===== src/rtl/clkdiv_prog.sv =====
// Programmable integer clock divider: registered, glitch-free Y with ceil(N/2) high cycles per N.
// Ratio updates and start/stop take effect only at period boundaries; DIV_ACK marks a newly applied ratio.
module clkdiv_prog #(
  parameter int WIDTH   = 8,
  parameter int RST_DIV = 2
) (
  input  logic             CLK,
  input  logic             RST,
  input  logic             EN,
  input  logic [WIDTH-1:0] DIV,
  input  logic             DIV_VLD,
  output logic             Y,
  output logic             ACTIVE,
  output logic             DIV_ACK
);

  localparam logic [WIDTH-1:0] ONE   = WIDTH'(1);
  localparam logic [WIDTH-1:0] TWO   = WIDTH'(2);
  localparam logic [WIDTH-1:0] RST_N = WIDTH'(RST_DIV);

  typedef enum logic {IDLE, RUN} mode_t;

  mode_t            mode;
  logic [WIDTH-1:0] cnt;
  logic [WIDTH-1:0] n;
  logic [WIDTH-1:0] p;
  logic             pf;

  logic [WIDTH-1:0] nreq;
  logic [WIDTH:0]   h;
  logic [WIDTH:0]   cnt_inc;
  logic             wrap;

  // One extra bit on h and cnt_inc keeps N = 2^WIDTH-1 from overflowing.
  always_comb begin
    nreq    = (DIV < TWO) ? TWO : DIV;
    h       = ({1'b0, n} + {{WIDTH{1'b0}}, 1'b1}) >> 1;
    cnt_inc = {1'b0, cnt} + {{WIDTH{1'b0}}, 1'b1};
    wrap    = (cnt == (n - ONE));
  end

  always_ff @(posedge CLK) begin
    if (RST) begin
      mode    <= IDLE;
      cnt     <= '0;
      n       <= RST_N;
      p       <= RST_N;
      pf      <= 1'b0;
      Y       <= 1'b0;
      ACTIVE  <= 1'b0;
      DIV_ACK <= 1'b0;
    end else begin
      DIV_ACK <= 1'b0;
      case (mode)
        IDLE: begin
          if (DIV_VLD) begin
            n       <= nreq;
            DIV_ACK <= 1'b1;
          end
          if (EN) begin
            mode   <= RUN;
            ACTIVE <= 1'b1;
            cnt    <= '0;
            Y      <= 1'b1;
          end
        end
        RUN: begin
          if (!wrap) begin
            cnt <= cnt_inc[WIDTH-1:0];
            Y   <= (cnt_inc < h);
            if (DIV_VLD) begin
              p  <= nreq;
              pf <= 1'b1;
            end
          end else begin
            cnt <= '0;
            // A strobe on the wrap edge itself supersedes any pending ratio.
            if (DIV_VLD) begin
              n       <= nreq;
              pf      <= 1'b0;
              DIV_ACK <= 1'b1;
            end else if (pf) begin
              n       <= p;
              pf      <= 1'b0;
              DIV_ACK <= 1'b1;
            end
            if (EN) begin
              Y <= 1'b1;
            end else begin
              mode   <= IDLE;
              ACTIVE <= 1'b0;
              Y      <= 1'b0;
            end
          end
        end
        default: begin
          mode   <= IDLE;
          ACTIVE <= 1'b0;
          Y      <= 1'b0;
          cnt    <= '0;
        end
      endcase
    end
  end

endmodule


===== config.mk =====
export PLATFORM = sky130hd
export DESIGN_NAME = clkdiv_prog
export DESIGN_NICKNAME = d
export VERILOG_FILES = /design/src/rtl/clkdiv_prog.sv
export SDC_FILE = /design/constraint.sdc
export NUM_CORES = 1
export LEC_CHECK = 0
export CAP_MARGIN = 15
export CORE_ASPECT_RATIO = 0.75
export CORE_MARGIN = 2
export CORE_UTILIZATION = 39
export DETAILED_ROUTE_END_ITERATION = 10
export GPL_ROUTABILITY_DRIVEN = 0
export HOLD_SLACK_MARGIN = 0.05
export SLEW_MARGIN = 25
export SYNTH_ARGS = -nofsm -noshare
export SYNTH_HDL_FRONTEND = slang
export SYNTH_SLANG_ARGS = --single-unit

===== constraint.sdc =====
create_clock -name CLK -period 2.9 [get_ports CLK]
set_clock_uncertainty 0.1 [all_clocks]
set_input_delay 0.58 -clock CLK [delete_from_list [all_inputs] [get_ports CLK]]
set_output_delay 0.58 -clock CLK [all_outputs]
set_load 0.05 [all_outputs]

==> results of run 1 <==
[through the flow]
stage	util (%)	cells	hold slack [ns]	worst slack (ns)	total power (W)
floorplan	-	240	0.354	0.355	0.000640
global placement	44.8	310	0.364	0.196	0.000719
detailed placement	44.8	310	0.367	0.206	0.000717
CTS	46.5	318	0.376	0.180	0.00104
global route	46.6	318	0.399	0.00363	0.00110
finish	46.6	318	0.375	0.161	0.00103
[path summary, 6_finish.rpt]
kind,start,end,slack (ns)
worst max register to register,cnt[0]$_SDFFE_PP0P_,Y$_SDFFE_PP0P_,0.16
worst max-delay path,cnt[0]$_SDFFE_PP0P_,Y$_SDFFE_PP0P_,0.16
worst min register to register,p[0]$_SDFFE_PP0P_,p[0]$_SDFFE_PP0P_,0.38
worst min-delay path,p[0]$_SDFFE_PP0P_,p[0]$_SDFFE_PP0P_,0.38
[power breakdown]
part	switching [W]	internal [W]
clock	0.000156	0.000166
combinational	0.000145	0.000112
sequential	0.0000314	0.000423
[worst max-delay path: stages, from the launching register on]
cell and delay (ns):
dfxtp_1 0.47, ha_1 0.28, nand3_1 0.16, nor2_1 0.19, nor2b_1 0.07, or2_2 0.30
ha_1 0.29, nand4_1 0.08, or3_1 0.38, a31oi_1 0.21, a2111oi_2 0.09
[layer usage]
metal / global-route usage (%) / wire length [um]
met1: 29.0 / 2600
met2: 24.9 / 1800
met3: 4.90 / 275
met4: 4.56 / 25
met5: 0 / 0
[final cells by class]
cell class | instances | area, um^2 | area share (%)
clock buffer | 6 | 72.6 | 3.22
clock inverter | 2 | 10.0 | 0.443
inverter | 12 | 45.0 | 2.00
multi-input combinational | 186 | 1270 | 56.1
sequential | 29 | 581 | 25.7
tap | 60 | 75.1 | 3.33
timing repair buffer | 23 | 208 | 9.20
[state kept, by name (all words and copies together), names as in the netlist]
| signal | cells |
|---|---|
| cnt | 8 |
| n | 8 |
| p | 8 |
| ACTIVE | 1 |
| DIV_ACK | 1 |
| Y | 1 |
| mode | 1 |
| pf | 1 |
[placed cells by master (no fill, tap or decap), types with 7 or more instances in the layout]
cell             Yosys  routed
ha_1                10      10
clkdlybuf4s50_1      0      14
o21ai_0              8       8
inv_1               11      11
nor2_1              16      16
nand3_1             14      14
buf_4                1       9
xnor2_1             10      10
a21oi_1             17      17
nand2b_1             9       9
dfxtp_1             29      29
nor3_1               8       7
o31ai_1              8       8
nand2_1             16      16
[synthesized netlist by cell type (all sizes together), types with 6 or more instances]
cell type / count / share of area [%]
o31ai: 8 / 3.1
nor2: 16 / 3.1
ha: 10 / 6.4
nand2: 17 / 3.4
nor2b: 6 / 1.9
o21ai: 9 / 2.9
clkbuf: 10 / 1.9
or2: 6 / 1.9
dfxtp: 29 / 30
a221oi: 7 / 3.8
a21oi: 17 / 4.4
nand2b: 9 / 2.9
nand3: 14 / 3.6
inv: 11 / 2.1
xnor2: 10 / 4.5
nor3: 8 / 2.1
o211ai: 7 / 3.0
[cell families (layout without fill, tap and decap cells)]
kind of cell | after synthesis | after routing | share of synthesized area, %
simple gates | 95 | 95 | 26.3
compound gates | 65 | 65 | 24.8
flops | 29 | 29 | 29.8
buf+inv | 25 | 43 | 5.46
xor+xnor | 15 | 15 | 6.74
fa+ha+maj | 10 | 10 | 6.42
mux | 1 | 1 | 0.514
[what timing repair did]
action	4_1_cts	5_1_grt
endpoints found under the setup margin	0	1
gates resized for setup	0	1
endpoints found under the hold margin	0	0
==> results by group, run 1 <==
Route
  • DR vias: 1803
  • Detailed-route DRC error count: 0
  • Starting DRT DRC Count: 97
  • Routed length per instance: 14.8 um
  • Final wirelength: around 4700 um
  • Post-DR vias/cell: between 5 and 6
  • Post-route ant nets: 0
  • First-pass iteration count of the detailed router: 4

CTS
  • CTS tree: done
  • CTS max path bufs: 2
  • Setup bufs post-CTS: 0
  • H-tree depth: 2
  • Hold-fix buffers, CTS: 0
  • Num CTS Buffers: 5
  • Worst-skew pair later-pin latency: 0.28 ns
  • CTS clk-pin slew, worst paths: about 0.060 ns
  • Clock tree sinks: 29
  • CTS root buf: clkbuf_8

Pwr
  • Power Dens Cells: 458 mW/mm^2
  • P_leak: 0.828 nW
  • VDD IR max: ~0.28 mV

Floorplanning
  • IO Count: 15
  • Die H: roughly 65 um
  • Placeable Area: approximately 0.0048 mm^2
  • Die ar.: between 0.005 and 0.006 mm^2
  • Row count: 22
  • Initial Util: between 40% and 50%
  • Die W: 85.6 um

GRT
  • Global route overflow: 0
  • Initial antenna violation count: 0
  • Largest net degree at the start of global routing: 17
  • Number of global-route vias before repair: 1637
  • GR Util All Layers: a little under a fifth
  • Global-route wire length before repair: between 8000 and 9000 um

Placed design
  • Detailed Place HPWL: around 3600 um
  • Port Buffers: 14
  • Placed cell area: 0.00217 mm^2

Run status
  • Status: finished clean

Synth
  • Ys async rst share: 0%
  • Syn. warnings: 0
  • Post-Syn Area per Cell: 8.12 um^2
  • Yosys cell types: 49
  • Post-synthesis register bit count: 29
  • Post-synthesis cell area: 0.00195 mm^2
  • Sequential area share after synthesis: between 20% and 30%
  • Post-synth EDFFs: 0
  • Gate Count Post-Synth: 240
  • Syn Nets: ~260
  • Dominant synthesized flop cell: dfxtp_1

Cells and area
  • Final Cell Area: roughly 0.0023 mm^2
  • Fillers: ~490
  • Area Overhead vs Synth: 15.9%
  • Fraction of layout instances using a drive strength above 1: 12.0%
  • Post-layout nets: around 280
  • Diode count: 0

STA
  • Slew HR: 61.8%
  • RSZ-0062 raised after global routing: no
  • Tmin final: 2.74 ns
  • Final period utilization: 94.5%
  • Setup tns final: 0 ns
  • Endpoints failing setup: 0
  • Slew @ Worst Pin: 0.573 ns
  • Fmax: between 300 and 400 MHz
  • Final hold viol count: 0
  • Final slew viol count: 0

Worst setup path
  • R2R cell count: 10
  • Critical Path Fanout Max: 6
  • WP data required: between 2 and 3 ns
  • Critical path data arrival time: ~2.8 ns
  • Startpoint types: register
  • Critical path class: reg2reg
  • Critical Path End Type: register

Run
  • Total of max-cap violations: 0

Min path
  • Worst Hold Depth: 2
  • HP Class: reg2reg
Power figures use the tool's default switching activity.
==> run 2: changes to the inputs <==
--- a/config.mk
+++ b/config.mk
@@ -9,6 +9,7 @@
 export CORE_ASPECT_RATIO = 0.75
 export CORE_MARGIN = 2
 export CORE_UTILIZATION = 39
+export CTS_BUF_LIST = sky130_fd_sc_hd__clkbuf_2 sky130_fd_sc_hd__clkbuf_4 sky130_fd_sc_hd__clkbuf_8
 export DETAILED_ROUTE_END_ITERATION = 10
 export GPL_ROUTABILITY_DRIVEN = 0
 export HOLD_SLACK_MARGIN = 0.05
==> run 2 against run 1 <==
Effect of this change: final cell count stayed put; utilization is 0.077 points higher; critical path depth stayed put; worst setup slack worse by 0.018 ns; final area is 0.17% higher; sequential cell count stayed put; first-iteration DRC count is 4.1% higher; hold slack better by 0.0026 ns; global-route usage is 0.081 points lower; critical path type unchanged.
==> results by group, run 2 (synthesized netlist as in run 1, its figures left out) <==
CTS
  • Clock tree sinks: 29 (unchanged)
  • Hold-fix buffers, CTS: 0 (unchanged)
  • Setup bufs post-CTS: 0 (unchanged)
  • H-tree depth: 2 (unchanged)
  • Post_cts resized: 0 (unchanged)
  • CTS max path bufs: 2 (unchanged)
  • CTS root buf: clkbuf_8
  • CTS clk-pin slew, worst paths: 0.07 ns (about the same)
  • Num CTS Buffers: 5 (unchanged)
  • CTS tree: done
  • Worst-skew pair later-pin latency: 0.28 ns (about the same)

STA
  • Tmin final: 2.76 ns (+0.0176 ns)
  • Endpoints failing setup: 0 (unchanged)
  • Final hold viol count: 0 (unchanged)
  • Slew HR: 61.7% (-0.10 points)
  • Setup tns final: 0 ns (unchanged)
  • RSZ-0062 raised after global routing: no
  • Final slew viol count: 0 (unchanged)
  • Final period utilization: 95.1% (+0.61 points)
  • Fmax: 363 MHz (-0.64%)
  • Slew @ Worst Pin: 0.574 ns (+0.00156 ns)

GRT
  • Global route overflow: 0 (unchanged)
  • Global-route wire length before repair: 8130 um (-0.42%)
  • Largest net degree at the start of global routing: 17 (unchanged)
  • Initial antenna violation count: 0 (unchanged)
  • GR Util All Layers: 18.5% (-0.081 points)
  • Number of global-route vias before repair: 1627 (-0.61%)

Run
  • Total of max-cap violations: 0 (unchanged)

Worst setup path
  • Critical Path Fanout Max: 6 (unchanged)
  • WP data required: 2.96 ns (about the same)
  • R2R Path End: Y$_SDFFE_PP0P_
  • Cell mode on critical path: ha_1
  • Reg2Reg Launch Point: cnt[0]$_SDFFE_PP0P_
  • Slowest Stage Delay on Critical Path: 0.47 ns (about the same)
  • CP cell instances: ha_1 > nand3_1 > nor2_1 > nor2b_1 > or2_2 > ha_1 > nand4_1 > or3_1 > a31oi_1 > a2111oi_2
  • R2R cell count: 10 (unchanged)
  • Critical Path End Type: register
  • Critical path class: reg2reg
  • Worst reg-to-reg setup slack: 0.14 ns (-0.02 ns)
  • Crit path max-delay cell type: dfxtp_1
  • Startpoint types: register
  • Critical path data arrival time: 2.81 ns (+0.02 ns)

Cells and area
  • Top flop regs: cnt: 8 flops, n: 8 flops, p: 8 flops
  • Area Overhead vs Synth: 16.1%
  • Post-layout nets: 279 (unchanged)
  • Most frequent cells in the layout: dfxtp_1 (29), a21oi_1 (17), nor2_1 (16), nand2_1 (16)
  • Fraction of layout instances using a drive strength above 1: 12.4% (+0.39 points)
  • Diode count: 0 (unchanged)
  • Fillers: 492 (-0.40%)
  • Commonest non-fill, non-tap cell in the layout: dfxtp_1

Route
  • Routed length per instance: 14.8 um (+0.21%)
  • Detailed-route DRC error count: 0 (unchanged)
  • Post-route ant nets: 0 (unchanged)
  • Starting DRT DRC Count: 101 (+4.1%)
  • DR vias: 1797 (-0.33%)
  • Final wirelength: 4710 um (+0.21%)
  • Post-DR vias/cell: 5.65 (-0.33%)
  • First-pass iteration count of the detailed router: 4 (unchanged)

Pwr
  • Switching part of the total: 32.1% (-0.092 points)
  • Clk pwr share: 31.9% (+0.8 points)
  • Power Internal: 0.000711 W (+1.3%)
  • Sw Pwr: 0.000335 W (+0.90%)
  • VDD IR max: 0.286 mV (+0.51%)
  • P_leak: 0.832 nW (+0.41%)
  • Combinational power share: 24.6% (-0.3 points)
  • Overall Power: 0.00105 W (+1.2%)
  • Part of the power in registers: 43.5% (-0.5 points)
  • Power Dens Cells: 463 mW/mm^2 (+1.0%)

Floorplanning
  • IO Count: 15 (unchanged)
  • Initial Util: 40.2% (unchanged)
  • Row count: 22 (unchanged)
  • Die ar.: 0.00558 mm^2 (unchanged)
  • Die H: 65.2 um (unchanged)
  • Die W: 85.6 um (unchanged)
  • Placeable Area: 0.00484 mm^2 (unchanged)

Run status
  • Status: finished clean

Placed design
  • Detailed Place HPWL: 3600 um (unchanged)
  • Port Buffers: 14 (unchanged)

Min path
  • Hold Crit Start: p[4]$_SDFFE_PP0P_
  • Hold Path End: p[4]$_SDFFE_PP0P_
  • Worst Hold Depth: 2 (unchanged)
  • HP Class: reg2reg
==> run 2: cell counts in the layout (fill, tap and decap cells not counted) <==
No cell type changed its count.
==> run 2: routing by layer <==
metal | global-route usage [%] | part of all wire (%)
met5 | 0 | 0
met1 | 28.8 | 55
met3 | 5.28 | 6.0
met4 | 3.57 | 0.70
met2 | 25.1 | 38
==> run 2: per-stage QoR <==
| stage | util, % | worst slack [ns] | cells | area [um^2] | hold WS [ns] |
|---|---|---|---|---|---|
| 2_1_floorplan | - | 0.355 | 240 | 1950 | 0.354 |
| 3_3_place_gp | 44.8 | 0.196 | 310 | 2170 | 0.364 |
| 3_5_place_dp | 44.8 | 0.206 | 310 | 2170 | 0.367 |
| 4_1_cts | 46.6 | 0.180 | 318 | 2260 | 0.376 |
| 5_1_grt | 46.7 | 0.00362 | 318 | 2260 | 0.399 |
| 6_report | 46.7 | 0.143 | 318 | 2260 | 0.378 |
==> run 2: cell type report <==
class                   count  area (um^2)  share of cell area (%)
clock buffers               6         76.3                    3.38
clock inverters             2         10.0                   0.443
inverters                  12         45.0                    1.99
multi-input cells         186         1270                    56.0
flip-flops and latches     29          581                    25.7
well taps                  60         75.1                    3.32
repair buffers             23          208                    9.19
==> run 2: critical path, delay by kind of cell, from the launching register on <==
kind | cells | cell delay (ns)
and+or+nand+nor | 6 | 1.18
adders and majority gates | 2 | 0.57
DFF | 1 | 0.47
AOI/OAI and AO/OA | 2 | 0.30
==> run 2: worst max-delay path by stage <==
stage | from | slack (ns) | depth (start not counted) | endpoint
2_1_floorplan | cnt[2]$_SDFFE_PP0P_ | 0.35 | 11 | Y$_SDFFE_PP0P_
3_3_place_gp | cnt[0]$_SDFFE_PP0P_ | 0.20 | 10 | Y$_SDFFE_PP0P_
3_5_place_dp | cnt[0]$_SDFFE_PP0P_ | 0.21 | 10 | Y$_SDFFE_PP0P_
4_1_cts | cnt[0]$_SDFFE_PP0P_ | 0.18 | 10 | Y$_SDFFE_PP0P_
5_1_grt | cnt[0]$_SDFFE_PP0P_ | 0.004 | 10 | Y$_SDFFE_PP0P_
6_report | cnt[0]$_SDFFE_PP0P_ | 0.14 | 10 | Y$_SDFFE_PP0P_
==> run 2: power by group through the flow <==
stage	Sequential, W	Clock [W]	Combinational [W]
4_1_cts	0.000454	0.000344	0.000256
6_report	0.000455	0.000334	0.000257
2_1_floorplan	0.000462	0	0.000178
3_3_place_gp	0.000463	0	0.000256
3_5_place_dp	0.000463	0	0.000255
5_1_grt	0.000459	0.000369	0.000284
